`src/rtl/power_stim_pkg.sv`:
```
// rtl/power_stim_pkg.sv - shared types, ui_in field map and LFSR step for the power stimulus tile
package power_stim_pkg;

  typedef enum logic [1:0] {
    MODE_STATIC = 2'd0,
    MODE_COUNT  = 2'd1,
    MODE_LFSR   = 2'd2,
    MODE_TOGGLE = 2'd3
  } mode_e;

  typedef enum logic [1:0] {
    ST_IDLE  = 2'd0,
    ST_RAMP  = 2'd1,
    ST_RUN   = 2'd2,
    ST_DRAIN = 2'd3
  } state_e;

  localparam logic [15:0] LFSR_TAPS = 16'hB400;

  localparam int UI_MODE_LSB    = 0;
  localparam int UI_DIV_LSB     = 2;
  localparam int UI_START_BIT   = 5;
  localparam int UI_ONESHOT_BIT = 6;

  // Galois right-shift step; a nonzero state never maps to zero
  function automatic logic [15:0] lfsr_next(input logic [15:0] v);
    return (v >> 1) ^ (v[0] ? LFSR_TAPS : 16'h0000);
  endfunction

endpackage

```
`src/rtl/power_stim_sync.sv`:
```
// rtl/power_stim_sync.sv - multi-bit input synchroniser of parameterised depth
module power_stim_sync #(
  parameter int WIDTH  = 8,
  parameter int STAGES = 2
) (
  input  logic             clk,
  input  logic             rst_n,
  input  logic [WIDTH-1:0] d,
  output logic [WIDTH-1:0] q
);

  logic [WIDTH-1:0] stage_q [STAGES];
  logic [WIDTH-1:0] stage_d [STAGES];

  // each stage takes the previous one; stage 0 takes the raw input
  always_comb begin
    stage_d[0] = d;
    for (int i = 1; i < STAGES; i++) stage_d[i] = stage_q[i-1];
  end

  // synchroniser chain, cleared by reset
  always_ff @(posedge clk or negedge rst_n) begin
    if (!rst_n) begin
      for (int i = 0; i < STAGES; i++) stage_q[i] <= '0;
    end else begin
      for (int i = 0; i < STAGES; i++) stage_q[i] <= stage_d[i];
    end
  end

  assign q = stage_q[STAGES-1];

endmodule

```
`src/rtl/tt_um_power_stim.sv`:
```
// rtl/tt_um_power_stim.sv - power-test stimulus generator top; POWER_STIM_LOOPBACK_EN adds pad readback error flag
module tt_um_power_stim
  import power_stim_pkg::*;
#(
  parameter logic [15:0] LFSR_SEED   = 16'hACE1,
  parameter int          BURST_LEN   = 256,
  parameter int          SYNC_STAGES = 2
) (
  input  logic       clk,
  input  logic       rst_n,
  input  logic       ena,
  input  logic [7:0] ui_in,
  output logic [7:0] uo_out,
  input  logic [7:0] uio_in,
  output logic [7:0] uio_out,
  output logic [7:0] uio_oe
);

  localparam logic [15:0] BURST = 16'(BURST_LEN);

  logic [7:0] ui_s;

  power_stim_sync #(.WIDTH(8), .STAGES(SYNC_STAGES)) u_sync (
    .clk   (clk),
    .rst_n (rst_n),
    .d     (ui_in),
    .q     (ui_s)
  );

  logic       start, oneshot;
  logic [2:0] ui_div;
  mode_e      ui_mode;

  assign start   = ui_s[UI_START_BIT];
  assign oneshot = ui_s[UI_ONESHOT_BIT];
  assign ui_div  = ui_s[UI_DIV_LSB +: 3];
  assign ui_mode = mode_e'(ui_s[UI_MODE_LSB +: 2]);

  state_e      state_q, state_d;
  mode_e       mode_q, mode_d;
  logic [2:0]  div_q, div_d;
  logic [7:0]  div_cnt_q, div_cnt_d;
  logic [7:0]  oe_q, oe_d;
  logic [7:0]  cnt_q, cnt_d;
  logic [15:0] lfsr_q, lfsr_d;
  logic        tog_q, tog_d;
  logic [15:0] step_q, step_d;
  logic        done_q, done_d;
  logic [7:0]  out_a_q, out_a_d;
  logic [7:0]  out_b_q, out_b_d;

  logic [7:0] div_limit;
  logic       tick, burst_done, ramp_entry;

  assign div_limit  = (8'd1 << div_q) - 8'd1;
  assign tick       = (state_q != ST_IDLE) && (div_cnt_q == div_limit);
  assign burst_done = oneshot && (step_q == BURST);
  assign ramp_entry = (state_q == ST_IDLE) && start && !done_q;

  // FSM state register
  always_ff @(posedge clk or negedge rst_n) begin
    if (!rst_n) state_q <= ST_IDLE;
    else        state_q <= state_d;
  end

  // next state; START low always wins over a coincident tick
  always_comb begin
    state_d = state_q;
    if (ena) begin
      case (state_q)
        ST_IDLE:  if (ramp_entry) state_d = ST_RAMP;
        ST_RAMP:  if (!start) state_d = ST_DRAIN;
                  else if (tick && oe_q == 8'hFF) state_d = ST_RUN;
        ST_RUN:   if (!start || burst_done) state_d = ST_DRAIN;
        ST_DRAIN: if (oe_q == 8'h00) state_d = ST_IDLE;
        default:  state_d = ST_IDLE;
      endcase
    end
  end

  // divider, enable ramp, pattern generation and one-shot bookkeeping
  always_comb begin
    div_d     = div_q;
    div_cnt_d = div_cnt_q;
    oe_d      = oe_q;
    mode_d    = mode_q;
    cnt_d     = cnt_q;
    lfsr_d    = lfsr_q;
    tog_d     = tog_q;
    step_d    = step_q;
    done_d    = done_q;
    out_a_d   = out_a_q;
    out_b_d   = out_b_q;
    if (ena) begin
      if (state_q == ST_IDLE || tick) begin
        div_cnt_d = 8'd0;
        div_d     = ui_div;
      end else begin
        div_cnt_d = div_cnt_q + 8'd1;
      end
      case (state_q)
        ST_IDLE: begin
          oe_d    = 8'h00;
          out_a_d = 8'h00;
          out_b_d = 8'h00;
          if (!start) done_d = 1'b0;
          if (ramp_entry) begin
            oe_d   = 8'h01;
            mode_d = ui_mode;
            cnt_d  = 8'd0;
            lfsr_d = LFSR_SEED;
            tog_d  = 1'b0;
            step_d = 16'd0;
          end
        end
        ST_RAMP: if (start && tick && oe_q != 8'hFF) oe_d = {oe_q[6:0], 1'b1};
        ST_RUN: begin
          if (start && burst_done) begin
            done_d = 1'b1;
          end else if (start && tick) begin
            if (step_q != BURST) step_d = step_q + 16'd1;
            case (mode_q)
              MODE_COUNT: begin
                cnt_d   = cnt_q + 8'd1;
                out_a_d = cnt_d;
                out_b_d = ~cnt_d;
              end
              MODE_LFSR: begin
                lfsr_d  = lfsr_next(lfsr_q);
                out_a_d = lfsr_d[7:0];
                out_b_d = lfsr_d[15:8];
              end
              MODE_TOGGLE: begin
                tog_d   = ~tog_q;
                out_a_d = {8{tog_d}};
                out_b_d = {8{tog_d}};
              end
              default: begin
                out_a_d = 8'h00;
                out_b_d = 8'h00;
              end
            endcase
          end
        end
        ST_DRAIN: begin
          if (oe_q == 8'h00) begin
            out_a_d = 8'h00;
            out_b_d = 8'h00;
          end else if (tick) begin
            oe_d = {1'b0, oe_q[7:1]};
          end
        end
        default: ;
      endcase
    end
  end

  // datapath registers; reset drops every enable immediately
  always_ff @(posedge clk or negedge rst_n) begin
    if (!rst_n) begin
      div_q     <= 3'd0;
      div_cnt_q <= 8'd0;
      oe_q      <= 8'h00;
      mode_q    <= MODE_STATIC;
      cnt_q     <= 8'd0;
      lfsr_q    <= LFSR_SEED;
      tog_q     <= 1'b0;
      step_q    <= 16'd0;
      done_q    <= 1'b0;
      out_a_q   <= 8'h00;
      out_b_q   <= 8'h00;
    end else begin
      div_q     <= div_d;
      div_cnt_q <= div_cnt_d;
      oe_q      <= oe_d;
      mode_q    <= mode_d;
      cnt_q     <= cnt_d;
      lfsr_q    <= lfsr_d;
      tog_q     <= tog_d;
      step_q    <= step_d;
      done_q    <= done_d;
      out_a_q   <= out_a_d;
      out_b_q   <= out_b_d;
    end
  end

  assign uio_out = out_b_q;
  assign uio_oe  = oe_q;

  logic unused_bits;

`ifdef POWER_STIM_LOOPBACK_EN
  logic [7:0] pad_q, prev_b_q, prev_oe_q;
  logic       err_q, err_d;

  // pad sample and the value/enables driven when it was sampled, kept aligned
  always_ff @(posedge clk or negedge rst_n) begin
    if (!rst_n) begin
      pad_q     <= 8'h00;
      prev_b_q  <= 8'h00;
      prev_oe_q <= 8'h00;
    end else begin
      pad_q     <= uio_in;
      prev_b_q  <= out_b_q;
      prev_oe_q <= oe_q;
    end
  end

  // sticky readback error while running, cleared on ramp entry
  always_comb begin
    err_d = err_q;
    if (ena) begin
      if (ramp_entry) err_d = 1'b0;
      else if (state_q == ST_RUN && |((pad_q ^ prev_b_q) & prev_oe_q)) err_d = 1'b1;
    end
  end

  // error flag register
  always_ff @(posedge clk or negedge rst_n) begin
    if (!rst_n) err_q <= 1'b0;
    else        err_q <= err_d;
  end

  assign uo_out      = {err_q, out_a_q[6:0]};
  assign unused_bits = &{1'b0, ui_s[7], out_a_q[7]};
`else
  assign uo_out      = out_a_q;
  assign unused_bits = &{1'b0, ui_s[7], uio_in};
`endif

endmodule
```
`config.mk`:
```
export PLATFORM = sky130hd
export DESIGN_NAME = tt_um_power_stim
export DESIGN_NICKNAME = d
export VERILOG_FILES = /design/src/rtl/power_stim_pkg.sv /design/src/rtl/power_stim_sync.sv /design/src/rtl/tt_um_power_stim.sv
export SDC_FILE = /design/constraint.sdc
export NUM_CORES = 1
export LEC_CHECK = 0
export ABC_CLOCK_PERIOD_IN_PS = 3500
export CAP_MARGIN = 30
export CORE_MARGIN = 8
export CORE_UTILIZATION = 49
export CTS_CLUSTER_SIZE = 14
export DETAILED_ROUTE_END_ITERATION = 10
export GPL_TIMING_DRIVEN = 0
export HOLD_SLACK_MARGIN = 0.15
export PLACE_DENSITY = 0.69
export SETUP_SLACK_MARGIN = 0.4
export SLEW_MARGIN = 40
export SYNTH_ARGS = -nofsm -noshare
export SYNTH_HDL_FRONTEND = slang
export SYNTH_HIERARCHICAL = 1
export SYNTH_SLANG_ARGS = --single-unit
```
`constraint.sdc`:
```
create_clock -name clk -period 3.5 [get_ports clk]
set_clock_uncertainty 0.05 [all_clocks]
set_input_delay 0.7 -clock clk [delete_from_list [all_inputs] [get_ports clk]]
set_output_delay 0.7 -clock clk [all_outputs]
set_load 0.1 [all_outputs]
```
Yosys cells after proc, flatten, opt, wreduce, memory -nomap -nowiden
Index checks and enable logic that the tools add are counted.
{"block": "word_totals", "out_inout_bits": 24, "wordCells": 121, "inputBits": 19, "register_bits": 95}
{"block": "op_classes", "shifts": 1, "muxes": 45, "n_reduce_logical": 28, "bitwise": 3, "eq_ne": 26, "addsub": 4}
{"op": "$mux W16", "count": 9}
{"op": "$pmux W8 S3", "count": 5}
{"op": "$mux W8", "count": 13}
{"op": "$pmux W16 S2", "count": 2}
{"op": "$reduce_and A6 Y1", "count": 4}
{"op": "$ne A2 B2 Y1 const B", "count": 11}
{"op": "$add A16 B1 Y16 const B", "count": 1}
{"op": "$add A8 B1 Y8 const B", "count": 2}
{"op": "$eq A16 B9 Y1 const B", "count": 1}
{"op": "$ne A16 B9 Y1 const B", "count": 1}
{"op": "$pmux W8 S2", "count": 1}
{"op": "$xor A15 B16 Y16", "count": 1}
{"op": "$reduce_and A5 Y1", "count": 3}
{"op": "$mux W2", "count": 5}
{"op": "$eq A2 B2 Y1 const B", "count": 4}
{"op": "$eq A8 B8 Y1", "count": 1}
{"op": "$eq A8 B8 Y1 const B", "count": 1}
{"op": "$logic_and A1 B1 Y1", "count": 8}
{"op": "$logic_not A8 Y1", "count": 1}
{"op": "$ne A8 B8 Y1 const B", "count": 1}
{"op": "$not A8 Y8", "count": 1}
{"op": "$pmux W2 S4", "count": 1}
{"op": "$shl A1 B3 Y8 const A", "count": 1}
{"op": "$sub A8 B1 Y8 const B", "count": 1}
{"op": "14 further kinds", "count": 28}

Longest topological paths before layout
{"block": "logic_depth", "ltp_word": 8, "depth_mapped": 12}

Hierarchy
Netlist, hierarchy kept.
{"mod": "tt_um_power_stim", "instances": 1, "seq_area_each_um2": 2037.0, "area_each_um2": 5046.1, "cells_each": 575}
{"mod": "power_stim_sync", "instances": 1, "seq_area_each_um2": 400.4, "area_each_um2": 400.4, "cells_each": 16}

Worst setup path before layout
No wires, ideal clock.
{"block": "synth_path", "path_type": "register -> register", "startpoint": "register div_q[2]", "endpoint": "register step_q[13]", "period_less_slack_ns": 3.000, "stages_incl_launch_ff": 11, "arrival_ns": 2.867, "n_path_buf": 2, "path_slack_ns": 0.500, "setup_time_ns": 0.083, "t_required_ns": 3.367, "path_cell_list": "dfrtp_1 clkbuf_1 or3_1 ha_1 xnor2_1 a211o_1 a211oi_2 o2111ai_2 buf_2 or4_1 o21ai_0"}
{"block": "synth_via", "elab_chain_len": 7}
{"item": "start, declared", "line_no": "tt_um_power_stim.sv:41", "source": "logic [2:0] div_q, div_d;"}
{"item": "start signal, assigned", "line_no": "tt_um_power_stim.sv:173", "source": "div_q <= div_d;"}
{"item": "$shl A1 B3 Y8", "line_no": "tt_um_power_stim.sv:55", "source": "assign div_limit = (8'd1 << div_q) - 8'd1;"}
{"item": "$sub A8 B1 Y8", "line_no": "tt_um_power_stim.sv:55"}
{"item": "$eq A8 B8 Y1", "line_no": "tt_um_power_stim.sv:56", "source": "assign tick = (state_q != ST_IDLE) && (div_cnt_q == div_limit);"}
{"item": "$logic_and A1 B1 Y1", "line_no": "tt_um_power_stim.sv:56"}
{"item": "$logic_and A1 B1 Y1", "line_no": "tt_um_power_stim.sv:120", "source": "end else if (start && tick) begin"}
{"item": "$ne A2 B2 Y1 (no source line)"}
{"item": "$reduce_and A6 Y1 (no source line)"}
{"item": "end signal, assigned", "line_no": "tt_um_power_stim.sv:180", "source": "step_q <= step_d;"}
{"item": "end, declared", "line_no": "tt_um_power_stim.sv:47", "source": "logic [15:0] step_q, step_d;"}
Every way passes these cells.
A chain may end at the register's enable or synchronous reset.

Worst setup path in the final report
{"block": "layout_path", "startpoint": "register div_q[1]", "endpoint": "register tog_q"}
{"block": "layout_via", "elab_chain_len": 7}
{"item": "$shl A1 B3 Y8", "line_no": "tt_um_power_stim.sv:55"}
{"item": "$sub A8 B1 Y8", "line_no": "tt_um_power_stim.sv:55"}
{"item": "$eq A8 B8 Y1", "line_no": "tt_um_power_stim.sv:56"}
{"item": "$logic_and A1 B1 Y1", "line_no": "tt_um_power_stim.sv:56"}
{"item": "$logic_and A1 B1 Y1", "line_no": "tt_um_power_stim.sv:120"}
{"item": "$ne A2 B2 Y1 (no source line)"}
{"item": "$reduce_and A6 Y1 (no source line)"}
{"item": "end signal, assigned", "line_no": "tt_um_power_stim.sv:179", "source": "tog_q <= tog_d;"}
{"item": "end, declared", "line_no": "tt_um_power_stim.sv:46", "source": "logic tog_q, tog_d;"}
Every way passes these cells.

==> reports/results.md <==
| Item | Value |
|:---|:---|
| Max H-tree Level | 3 |
| Highest signal layer in the routed design | met4 |
| Overflow left after global routing | 0 |
| Reg-to-reg setup timing slack | 0.40 ns |
| Final Wtd Congestion | 0.906 |
| Worst IR Drop VDD | 0.414 mV |
| Kind of path behind the tightest hold check | input pin to asynchronous set/reset pin |
| RSZ-0062 raised after global routing | yes |
| Vias | 4885 |
| Latest clock arrival within the worst-skew pair | 0.38 ns |
| Metal-1 WL | 6.60 mm |
| HPWL after DPL | 9.90 mm |
| Seq pwr share | 0.324 |
| Crit Reg-Reg Startpoint | div_q[1]$_DFFE_PN0P_ |
| Slew Viols, Final | 0 |
| First-pass DRT Iterations | 5 |
| Number of antenna violations at the first check in global routing | 0 |
| Mapped Cells | 589 |
| Wire length of the first global-routing pass | 23.9 mm |
| Setup slack at placement | 0.0380 ns |
| Share of post-route cells with drive strength above 1 | 0.182 |
| Power Total | 4.97 mW |
| Worst path bufs/invs | 3 |
| Number of global-route vias before repair | 4693 |
| Number of cells on the worst reg-to-reg path | 11 |
| Delay of the slowest cell on the worst path | 0.41 ns |
| CP startpoint | div_q[1]$_DFFE_PN0P_ |
| Overall routed net length | 14.7 mm |
| Setup violations, final | 0 |
| Power per standard cell area | 780 nW/µm² |
| Critical path arrival | 3.32 ns |
| Highest fanout seen on the critical path | 10 |
| Critical Path, Cell by Cell | buf_6 -> or3_4 -> ha_4 -> xnor2_1 -> a211o_1 -> a2111oi_4 -> buf_4 -> o21ai_2 -> buf_6 -> o211a_1 -> a211o_1 |
| Post-Syn Nets | 617 |
| Count of antenna diodes in the layout | 0 |
| Peak clock frequency supported by timing | 0.322 GHz |
| Buffer levels on the longest clock path | 2 |
| Switching portion of total power | 0.466 |
| Initial Util | 0.500 |
| Synthesized area divided by synthesized cell count | 9.16 µm² |
| Worst hold slack after final layout | 0.183 ns |
| Levels on crit path | 11 |
| Clk Tree Root Cell | clkbuf_8 |
| Clock buffer count from CTS | 9 |
| Synthesis-to-layout area growth | 18.1% |
| Layout net count | 678 |
| FF+latch area | 2390 µm² |
| Detailed-route vias per instance | 6.14 |
| Number of cells in the finished layout apart from fillers | 795 |
| # port buffers | 33 |
| All-layer global routing usage | 0.202 |
| Crit. End Element | flop |
| Largest net degree at the start of global routing | 51 |
| Shortest clock period the worst path allows after layout | 3.10 ns |
| Cell internal pwr | 2.65 mW |
| Clock group share of total power | 0.156 |
| Area of the multi-input gates | 2880 µm² |
| Synthesized area | 5400 µm² |
| Type of the worst setup path | flop to flop |
| 1st-iter DRT viols | 572 |
| Switch Pwr | 2.31 mW |
| Routed Antenna Nets | 0 |
| Worst Setup Start Kind | flop |
| Final hold vios | 0 |
| Cell row count | 38 |
| Outcome | finished clean |
| Fraction of the cycle the final worst path needs | 0.887 |
| CP Capture Point | tog_q$_DFFE_PN0P_ |
| Comb power frac | 0.520 |
| Overall die area | 14600 µm² |
| Hold-fix buffers at CTS | 0 |
| Worst-Margin Slew | 0.679 ns |
| Post-Place Cells | 763 |
| Family with the most delay on the worst path | compound AO/OA/AOI/OAI gates |
| TritonCTS Sinks | 95 |
| Number of top-level pins | 43 |
| Amount of wire on met2 after detailed routing | 6.90 mm |
| Height of the chip | 121 µm |
| Lkg Pwr | 2.73 nW |
| Critical-path cell with the highest stage delay | dfrtp_1 |
| Detail Route met3 WL | 940 µm |
| Worst endpoint required time | 3.72 ns |
| Clock-pin slew reported for the worst setup and hold paths after clock tree synthesis | 0.09 ns |
| Crit Reg-Reg Endpoint | tog_q$_DFFE_PN0P_ |
| Width of the die | 121 µm |
| DR WL/cell | 18.4 µm |
| Core region area | 10800 µm² |
| Clock tree from TritonCTS | done |
| Count of filler cells inserted in the layout | 930 |
| Worst Setup Slack, final | 0.396 ns |
| Post-detailed-route DRC marker count | 0 |
| Slew margin rel. | 0.544 |
| # Max-Cap Violations | 0 |
| Syn. warnings | 6 |
## how the worst min path moves through the flow
stage | startpoint | end | slack (ns)
final | rst_n | div_cnt_q[7]$_DFFE_PN0P_ | 0.18
after global routing | rst_n | div_cnt_q[7]$_DFFE_PN0P_ | 0.21
after CTS | rst_n | div_cnt_q[5]$_DFFE_PN0P_ | 0.18
after detailed placement | u_sync/stage_d[0]$_DFF_PN0_ | u_sync/q[0]$_DFF_PN0_ | 0.28
after global placement | u_sync/stage_d[1]$_DFF_PN0_ | u_sync/q[1]$_DFF_PN0_ | 0.28
after floorplan | u_sync/stage_d[0]$_DFF_PN0_ | u_sync/q[0]$_DFF_PN0_ | 0.28
## power by group through the flow
| stage | Sequential (mW) | Combinational (mW) | Clock, mW |
|---|---|---|---|
| 2_1_floorplan | 1.76 | 1.52 | 0 |
| 3_3_place_gp | 1.61 | 2.22 | 0 |
| 3_5_place_dp | 1.62 | 2.24 | 0 |
| 4_1_cts | 1.59 | 2.40 | 0.802 |
| 5_1_grt | 1.65 | 2.79 | 0.837 |
| 6_report | 1.61 | 2.58 | 0.778 |
## registers in the layout (all words and copies together), names as in the netlist, 7 cells and up
| register | cells |
|---|---|
| uio_oe | 8 |
| uio_out | 8 |
| cnt_q | 8 |
| u_sync/stage_d | 7 |
| lfsr_q | 16 |
| step_q | 16 |
| uo_out | 8 |
| u_sync/q | 7 |
| div_cnt_q | 8 |
## cells in the final DEF, fill, tap and decap left out, types with 5 or more instances in the layout
master / instances
a211o_1: 7
a211oi_1: 5
a21oi_1: 27
a221o_1: 5
a22o_1: 6
a22oi_1: 10
and3_1: 8
buf_2: 27
buf_4: 12
buf_6: 12
clkbuf_1: 27
clkbuf_8: 12
clkdlybuf4s50_1: 8
dfrtp_1: 87
dfstp_2: 8
ha_1: 8
inv_1: 35
mux2_2: 11
nand2_1: 61
nand2b_1: 11
nand3_1: 22
nand4_1: 12
nor2_1: 30
nor3_1: 11
nor4_1: 10
o211ai_1: 15
o21ai_0: 29
o22ai_1: 17
or4_1: 12
xnor2_1: 7
xor2_1: 7
## layout make-up
| type | instances | area share |
|---|---|---|
| multi-input combinational | 419 | 0.453 |
| clock inverter | 3 | 0.00628 |
| tap | 140 | 0.0275 |
| sequential | 95 | 0.375 |
| clock buffer | 13 | 0.0265 |
| timing repair buffer | 50 | 0.0587 |
| inverter | 36 | 0.0212 |
| buffer | 39 | 0.0324 |
## per-layer routing
layer,track usage,up-vias
met5,0,-
met4,0.0851,0
met3,0.0293,12
met2,0.315,178
met1,0.276,2390
li1,-,2305
## timing repair
item,CTS,global route
setup endpoints to repair,71,50
cloned,1,0
pin swaps,5,13
buffers inserted,8,7
gates resized for setup,23,34
## metrics by stage
step / TNS, ns / cell area [µm²] / util
6_report: 0 / 6370 / 0.590
5_1_grt: 0 / 6370 / 0.590
4_1_cts: 0 / 6180 / 0.573
3_5_place_dp: 0 / 5810 / 0.538
3_3_place_gp: -158.20 / 5900 / 0.547
2_1_floorplan: 0 / 5400 / -
(Power assumes the default switching activity.)
